$ cat config.mk
export PLATFORM = sky130hd
export DESIGN_NAME = vga_scan_gen
export DESIGN_NICKNAME = d
export VERILOG_FILES = /design/src/rtl/vga_scan_gen_pkg.sv /design/src/rtl/vga_sync_delay.sv /design/src/rtl/vga_scan_gen.sv
export SDC_FILE = /design/constraint.sdc
export NUM_CORES = 1
export LEC_CHECK = 0
export BUFFER_PORTS_ARGS = -buffer_cell sky130_fd_sc_hd__buf_4
export CORE_UTILIZATION = 53
export DETAILED_ROUTE_END_ITERATION = 8
export PLACE_DENSITY = 0.81
export SLEW_MARGIN = 30
export SYNTH_ARGS = -nofsm -noshare
export SYNTH_HDL_FRONTEND = slang
export SYNTH_SLANG_ARGS = --single-unit
$ cat constraint.sdc
create_clock -name clk -period 2.3 [get_ports clk]
set_clock_uncertainty 0.15 [all_clocks]
set_input_delay 0.345 -clock clk [delete_from_list [all_inputs] [get_ports clk]]
set_output_delay 0.345 -clock clk [all_outputs]
set_load 0.05 [all_outputs]
$ cat src/rtl/vga_scan_gen_pkg.sv
// Shared display package: default 640x480 timing, sync polarity and the
// control-bundle type carried through the sync/blank delay line.
package vga_scan_gen_pkg;

   localparam int DEF_H_ACTIVE = 640;
   localparam int DEF_H_FRONT  = 16;
   localparam int DEF_H_SYNC   = 96;
   localparam int DEF_H_BACK   = 48;
   localparam int DEF_V_ACTIVE = 480;
   localparam int DEF_V_FRONT  = 10;
   localparam int DEF_V_SYNC   = 2;
   localparam int DEF_V_BACK   = 33;

   localparam logic SYNC_ACTIVE = 1'b0;
   localparam logic SYNC_IDLE   = 1'b1;

   localparam int POS_W = 10;
   typedef logic [POS_W-1:0] pos_t;

   typedef struct packed {
      logic hsync;
      logic vsync;
      logic video_on;
   } vga_ctl_t;

   localparam vga_ctl_t CTL_IDLE = '{hsync: SYNC_IDLE, vsync: SYNC_IDLE, video_on: 1'b0};

   function automatic logic in_range(input pos_t p, input pos_t lo, input pos_t hi);
      return (p >= lo) && (p <= hi);
   endfunction

endpackage

$ cat src/rtl/vga_sync_delay.sv
// Enable-gated delay line for the sync/blank bundle; depth 0 is a wire
// that still forces the idle value while reset is held.
module vga_sync_delay #(
   parameter int               DEPTH   = 1,
   parameter int               WIDTH   = 3,
   parameter logic [WIDTH-1:0] RST_VAL = '0
)(
   input  logic             i_clk,
   input  logic             i_rst_n,
   input  logic             i_en,
   input  logic [WIDTH-1:0] i_d,
   output logic [WIDTH-1:0] o_q
);

   generate
      if (DEPTH == 0) begin : g_pass
         logic w_unused;
         assign w_unused = i_clk ^ i_en;
         assign o_q      = i_rst_n ? i_d : RST_VAL;
      end else begin : g_pipe
         logic [DEPTH-1:0][WIDTH-1:0] r_pipe;

         always_ff @(posedge i_clk or negedge i_rst_n) begin
            if (!i_rst_n) begin
               r_pipe <= {DEPTH{RST_VAL}};
            end else if (i_en) begin
               r_pipe[0] <= i_d;
               for (int i = 1; i < DEPTH; i++) r_pipe[i] <= r_pipe[i-1];
            end
         end

         assign o_q = r_pipe[DEPTH-1];
      end
   endgenerate

endmodule

$ cat src/rtl/vga_scan_gen.sv
// VGA raster scan counters with sync/blank generation; sync and video_on are
// delayed PIPE_STAGES pixel ticks, the position counters never are.
module vga_scan_gen
   import vga_scan_gen_pkg::*;
#(
   parameter int H_ACTIVE    = DEF_H_ACTIVE,
   parameter int H_FRONT     = DEF_H_FRONT,
   parameter int H_SYNC      = DEF_H_SYNC,
   parameter int H_BACK      = DEF_H_BACK,
   parameter int V_ACTIVE    = DEF_V_ACTIVE,
   parameter int V_FRONT     = DEF_V_FRONT,
   parameter int V_SYNC      = DEF_V_SYNC,
   parameter int V_BACK      = DEF_V_BACK,
   parameter int PIPE_STAGES = 1
)(
   input  logic       clk,
   input  logic       reset_n,
   input  logic       pix_en,
   output logic [9:0] pixel_column,
   output logic [9:0] pixel_row,
   output logic       horiz_sync,
   output logic       vert_sync,
   output logic       video_on,
   output logic       frame_start
);

   localparam pos_t H_VIS    = pos_t'(H_ACTIVE);
   localparam pos_t V_VIS    = pos_t'(V_ACTIVE);
   localparam pos_t H_LAST   = pos_t'(H_ACTIVE + H_FRONT + H_SYNC + H_BACK - 1);
   localparam pos_t V_LAST   = pos_t'(V_ACTIVE + V_FRONT + V_SYNC + V_BACK - 1);
   localparam pos_t HS_FIRST = pos_t'(H_ACTIVE + H_FRONT);
   localparam pos_t HS_LAST  = pos_t'(H_ACTIVE + H_FRONT + H_SYNC - 1);
   localparam pos_t VS_FIRST = pos_t'(V_ACTIVE + V_FRONT);
   localparam pos_t VS_LAST  = pos_t'(V_ACTIVE + V_FRONT + V_SYNC - 1);

   pos_t     r_col;
   pos_t     r_row;
   logic     r_frame_start;
   logic     w_h_wrap;
   logic     w_v_wrap;
   vga_ctl_t w_ctl_raw;
   vga_ctl_t w_ctl_dly;

   assign w_h_wrap = (r_col == H_LAST);
   assign w_v_wrap = (r_row == V_LAST);

   // frame_start is a plain registered strobe, so it drops after one clock
   // even when the following clocks carry no pixel tick.
   always_ff @(posedge clk or negedge reset_n) begin
      if (!reset_n) begin
         r_col         <= '0;
         r_row         <= '0;
         r_frame_start <= 1'b0;
      end else begin
         r_frame_start <= pix_en && w_h_wrap && w_v_wrap;
         if (pix_en) begin
            if (w_h_wrap) begin
               r_col <= '0;
               r_row <= w_v_wrap ? '0 : r_row + pos_t'(1);
            end else begin
               r_col <= r_col + pos_t'(1);
            end
         end
      end
   end

   always_comb begin
      w_ctl_raw          = CTL_IDLE;
      w_ctl_raw.hsync    = in_range(r_col, HS_FIRST, HS_LAST) ? SYNC_ACTIVE : SYNC_IDLE;
      w_ctl_raw.vsync    = in_range(r_row, VS_FIRST, VS_LAST) ? SYNC_ACTIVE : SYNC_IDLE;
      w_ctl_raw.video_on = (r_col < H_VIS) && (r_row < V_VIS);
   end

   vga_sync_delay #(
      .DEPTH   (PIPE_STAGES),
      .WIDTH   ($bits(vga_ctl_t)),
      .RST_VAL (CTL_IDLE)
   ) u_dly (
      .i_clk   (clk),
      .i_rst_n (reset_n),
      .i_en    (pix_en),
      .i_d     (w_ctl_raw),
      .o_q     (w_ctl_dly)
   );

   assign pixel_column = r_col;
   assign pixel_row    = r_row;
   assign horiz_sync   = w_ctl_dly.hsync;
   assign vert_sync    = w_ctl_dly.vsync;
   assign video_on     = w_ctl_dly.video_on;
   assign frame_start  = r_frame_start;

endmodule

==> run_results.csv, run 1 <==
group,metric,value,unit
status,status,"completed",
placed_design,port_buffers,26,
die,placementRows,17,
placed_design,place_congestion,0.911,
clock_network,postCtsResizedCells,0,
sta,setup-violations-final,0,
yosys,ys_async_sr_fraction,100,%
detailed_routing,routed_wirelength,2.58,mm
yosys,synth_edf_count,0,
worst_setup_path,rr_worst_depth,5,
yosys,synth-seq-area-share,48.6,%
final_layout,fillCellCount,202,
sta,max_freq,527,MHz
yosys,synth.top_cell.area_share,44.4,%
yosys,synth_flop_cell,"dfrtp_1",
yosys,synth_seq_cells,24,
worst_setup_path,r2r_start,"pixel_column[1]",
yosys,synth_area_leaders,"dfrtp_1 (44%), ha_1 (5.0%), dfstp_2 (4.2%)",
worst_setup_path,worst-setup-path-type,"reg -> reg",
sta,rsz0062_at_grt,"no",
clock_network,cts.path.max_buffers,2,
sta,slew_viol_final,0,
worst_setup_path,crit_family,"simple AND/OR/NAND/NOR gates",
die,start_util,56.1,%
yosys,ys_warn_count,0,
die,die_area,0.00254,mm²
sta,whs,0.137,ns
yosys,yosysTopAreaCell,"dfrtp_1",
yosys,syn_nets,130,
detailed_routing,drc,0,
yosys,syn_inst,122,
yosys,ys_top_cells_by_count,"dfrtp_1 (22), nor2_1 (10), nand2_1 (9)",
die,coreArea,0.00221,mm²
placed_design,placed_area,0.00146,mm²
clock_network,htree_levels,1,
final_layout,post_route_cells_drive_above_1_share,24.8,%
die,dieWidth,50.4,µm
worst_hold_path,min_path_type,"in -> reg",
worst_setup_path,critical_path_required,2.39,ns
sta,post-route-min-period,1.90,ns
final_layout,area_growth,20.1,%
sta,tns,0,ns
grt,track_usage,23.7,%
sta,min_period_over_period,82.5,%
grt,grt_pass1_vias,985,
detailed_routing,initialDrtViolationCount,6,
final_layout,nets,159,
grt,grt_start_max_net_pins,25,
worst_hold_path,whs_endpoint,"u_dly.o_q[1]",
sta,hold_violations,0,
clock_network,clockRootBuffer,"clkbuf_4",
worst_hold_path,worstHoldStart,"pix_en",
sta,slew_headroom,76.8,%
worst_setup_path,crit_path_end_kind,"register",
clock_network,clk_pin_slew,0.13,ns
worst_setup_path,reg2reg_to,"pixel_row[9]",
flow_run,drv_cap,0,
detailed_routing,post_drt_wl_per_cell,14.6,µm
clock_network,cts_made_buffers,3,
yosys,post-synth-top-count-cell,"dfrtp_1",
worst_setup_path,cp_max_fo,10,
die,die_h,50.4,µm
worst_setup_path,crit_chain,"ha_1, and4_4, nand3_4, or4_1, a21oi_1",
power,max-vdd-ir-drop,594,µV
worst_setup_path,cp_slowest_cell,"or4_1",
detailed_routing,dr.pass1.iters,4,
grt,grt_pass1_wl,4.51,mm
placed_design,place_ws,0.435,ns
yosys,synth_cell_types,38,
worst_setup_path,path_buf_inv,0,
sta,setup_ws,0.401,ns
worst_hold_path,min_path_cells,2,
grt,antenna_found_initial,0,
detailed_routing,ant_nets,0,
clock_network,cts_tree,"done",
worst_setup_path,r2r_slack,0.40,ns
worst_setup_path,worstPathArrival,1.99,ns
grt,grt.overflow.total,0,
worst_setup_path,startpoint_type,"register",
clock_network,cts_sinks,24,
final_layout,final_area,0.00149,mm²
detailed_routing,route.vias.total,1034,
yosys,avgSynthCellArea,10.2,µm²
placed_design,hpwl,1.90,mm
sta,worst_pin_slew,0.349,ns
final_layout,n_antenna_cell,0,
power,p_per_area,747,mW/mm²
yosys,netlist_area,0.00124,mm²
worst_setup_path,critPathMaxStageDelay,0.52,ns
power,p_leak,0.712,nW
die,boundaryPins,27,
detailed_routing,routed_via_density,5.84,
clock_network,clock_latency,0.30,ns
==> placed cells by master (no fill, tap or decap), drive strengths merged, types with 2 or more instances in the layout <==
master	n
dfstp	2
o21ai	7
o22ai	2
nand4	6
and3	4
ha	5
nand3	8
o31ai	3
xor2	5
buf	26
dfrtp	22
xnor2	5
inv	7
nor2	11
nand2	9
a21oi	4
or3	3
clkbuf	3
or4	2
==> timing repair <==
item,in CTS,in global routing
hold buffers,1,0
hold endpoints to repair,22,0
buffers inserted,0,0
==> stage by stage <==
stage                     total power, mW  instances  utilization, %
after global routing                 1.17        177            67.4
after CTS                            1.13        177            67.4
after floorplan                     0.829        122               -
after detailed placement            0.942        173            65.9
after global placement              0.932        173            65.9
final                                1.11        177            67.4
==> state kept, by name (all words and copies together) (netlist names) <==
register      count
pixel_column     10
frame_start       1
pixel_row        10
u_dly.o_q         3
==> worst max-delay path by stage <==
| stage | startpoint | slack, ns | cells after the start | to |
|---|---|---|---|---|
| floorplan | pixel_column[1] | 0.18 | 5 | pixel_row[9] |
| global placement | pixel_column[0] | 0.46 | 5 | pixel_row[9] |
| detailed placement | pixel_row[1] | 0.43 | 6 | pixel_row[3] |
| CTS | pixel_row[1] | 0.41 | 6 | pixel_row[3] |
| global route | pixel_row[0] | 0.27 | 6 | pixel_row[3] |
| finish | pixel_column[1] | 0.40 | 5 | pixel_row[9] |
==> layer usage <==
layer,up-vias,wire length (µm),track usage (%)
li1,495,-,-
met1,502,1130,29.7
met2,33,1340,41.1
met3,4,82,2.73
met4,0,27,9.72
met5,-,0,0
==> report_power, final <==
group	internal [mW]	total [mW]	switching [mW]
registers	0.467	0.562	0.0946
clock network	0.0611	0.181	0.120
logic	0.125	0.371	0.245
total	0.654	1.11	0.460
==> kinds of logic (layout without fill, tap and decap cells) <==
logic type	after synthesis	in the layout	synth area share, %
xor+xnor	10	10	7.06
fa+ha+maj	5	5	5.04
compound gates	22	22	11.2
buf+inv	10	37	3.23
flops	24	24	48.6
simple gates	51	51	24.9
==> layout make-up <==
type | instances | area (µm²) | area share [%]
inverter | 7 | 26.3 | 1.76
clock buffer | 3 | 22.5 | 1.51
tap | 28 | 35.0 | 2.35
timing repair buffer | 27 | 205 | 13.8
multi-input combinational | 88 | 598 | 40.1
sequential | 24 | 603 | 40.5
(Power assumes the default switching activity.)
==> run 2: changes to the inputs <==
- clock period: 2.3 -> 1.8 ns (I/O delays scaled with it)
==> run_results.csv, run 2 (same netlist as run 1, synthesis figures left out) <==
group,metric,value,unit
status,status,"complete, but fails checks",
status,failed_checks,"setup timing",
grt,antenna_found_initial,0,
power,p_leak,0.761,nW
worst_setup_path,cp_max_fo,4,
placed_design,place_congestion,0.857,
clock_network,htree_levels,1,
worst_setup_path,crit_chain,"or3_4, or4_4, a22oi_2, o31ai_2",
worst_setup_path,path_buf_inv,0,
clock_network,cts_made_buffers,3,
worst_hold_path,whs_endpoint,"u_dly.o_q[1]",
sta,max_freq,542,MHz
detailed_routing,routed_wirelength,2.91,mm
sta,rsz0062_at_grt,"yes",
worst_setup_path,reg2reg_to,"pixel_row[3]",
worst_setup_path,cp_slowest_cell,"or4_4",
worst_setup_path,r2r_slack,-0.04,ns
die,coreArea,0.00221,mm²
power,max-vdd-ir-drop,731,µV
worst_setup_path,r2r_start,"pixel_row[7]",
die,die_area,0.00254,mm²
grt,grt.overflow.total,0,
worst_hold_path,min_path_cells,2,
final_layout,final_common_cell,"buf_4",
final_layout,utilization,75.0,%
flow_run,drv_cap,0,
sta,post-route-min-period,1.84,ns
detailed_routing,routed_via_density,5.84,
placed_design,hpwl,2.03,mm
clock_network,clk_pin_slew,0.14,ns
final_layout,nets,172,
worst_setup_path,crit_family,"simple AND/OR/NAND/NOR gates",
worst_setup_path,worst-path-stages,4,
grt,grt_pass1_wl,4.65,mm
clock_network,cts.path.max_buffers,2,
final_layout,fillCellCount,156,
worst_setup_path,startpoint_type,"register",
clock_network,clockRootBuffer,"clkbuf_4",
sta,setup-violations-final,2,
die,placementRows,17,
die,boundaryPins,27,
placed_design,place_ws,0.0365,ns
power,p_per_area,939,mW/mm²
die,start_util,56.1,%
placed_design,port_buffers,26,
detailed_routing,ant_nets,0,
grt,track_usage,24.1,%
final_layout,area_growth,33.7,%
final_layout,multiInputGateArea,634,µm²
clock_network,clock_latency,0.32,ns
worst_setup_path,crit_path_end_kind,"register",
final_layout,mostFrequentLayoutCells,"buf_4 (39), dfrtp_2 (17), nor2_1 (9)",
sta,slew_headroom,79.2,%
final_layout,post_route_cells_drive_above_1_share,47.2,%
final_layout,n_antenna_cell,0,
detailed_routing,route.vias.total,1116,
worst_setup_path,worst-setup-path-type,"reg -> reg",
grt,grt_start_max_net_pins,25,
sta,min_period_over_period,102,%
worst_setup_path,critical_path_required,1.87,ns
sta,setup_ws,-0.0438,ns
clock_network,cts_sinks,24,
detailed_routing,initialDrtViolationCount,35,
detailed_routing,dr.pass1.iters,4,
worst_setup_path,rr_worst_depth,4,
sta,whs,0.0515,ns
detailed_routing,drc,0,
worst_setup_path,critPathMaxStageDelay,0.54,ns
sta,slew_viol_final,0,
worst_setup_path,worstPathArrival,1.91,ns
sta,hold_violations,0,
clock_network,cts_tree,"done",
power,p_total,1.56,mW
die,die_h,50.4,µm
grt,grt_pass1_vias,1008,
worst_hold_path,worstHoldStart,"pix_en",
die,dieWidth,50.4,µm
detailed_routing,post_drt_wl_per_cell,15.3,µm
sta,worst_pin_slew,0.312,ns
final_layout,regArea,624,µm²
worst_hold_path,min_path_type,"in -> reg",
run 2: area by class of cell:
class | instances | share of cell area (%)
multi-input combinational | 88 | 38.2
sequential | 24 | 37.6
timing repair buffer | 40 | 18.3
clock buffer | 4 | 2.19
tap | 28 | 2.11
inverter | 7 | 1.58
run 2: worst max-delay path by stage:
stage | start | to | slack, ns
2_1_floorplan | pixel_row[0] | pixel_row[3] | -0.05
4_1_cts | pixel_row[7] | pixel_row[3] | 0.008
3_5_place_dp | pixel_row[7] | pixel_row[3] | 0.04
5_1_grt | pixel_row[7] | pixel_row[3] | -0.1
3_3_place_gp | pixel_row[7] | pixel_row[3] | 0.09
6_report | pixel_row[7] | pixel_row[3] | -0.04
run 2: metrics by stage:
stage | setup TNS, ns | cells | cell area (µm²)
global placement | 0 | 181 | 1560
global route | -0.306 | 191 | 1660
finish | -0.0451 | 191 | 1660
detailed placement | 0 | 181 | 1560
CTS | 0 | 186 | 1600
floorplan | -0.0491 | 122 | 1290
run 2: metal layers:
metal | routed length (µm) | GRT usage (%) | part of all wire (%) | up-vias
met1 | 1230 | 31.3 | 42 | 537
met5 | 0 | 0 | 0 | -
met2 | 1480 | 42.0 | 51 | 52
li1 | - | - | - | 518
met4 | 79 | 6.94 | 2.7 | 0
met3 | 120 | 2.73 | 4.1 | 9
run 2: timing repair:
action / in CTS / in global routing
resized for setup: 0 / 5
setup buffers: 0 / 5
endpoints found under the hold margin: 24 / 0
endpoints found under the setup margin: 0 / 5
hold buffers: 1 / 0
run 2: power breakdown:
group	total [mW]	leakage (nW)	switching (mW)	internal, mW
combinational	0.567	0.458	0.364	0.204
sequential	0.701	0.282	0.0925	0.608
clock	0.289	0.0210	0.166	0.124
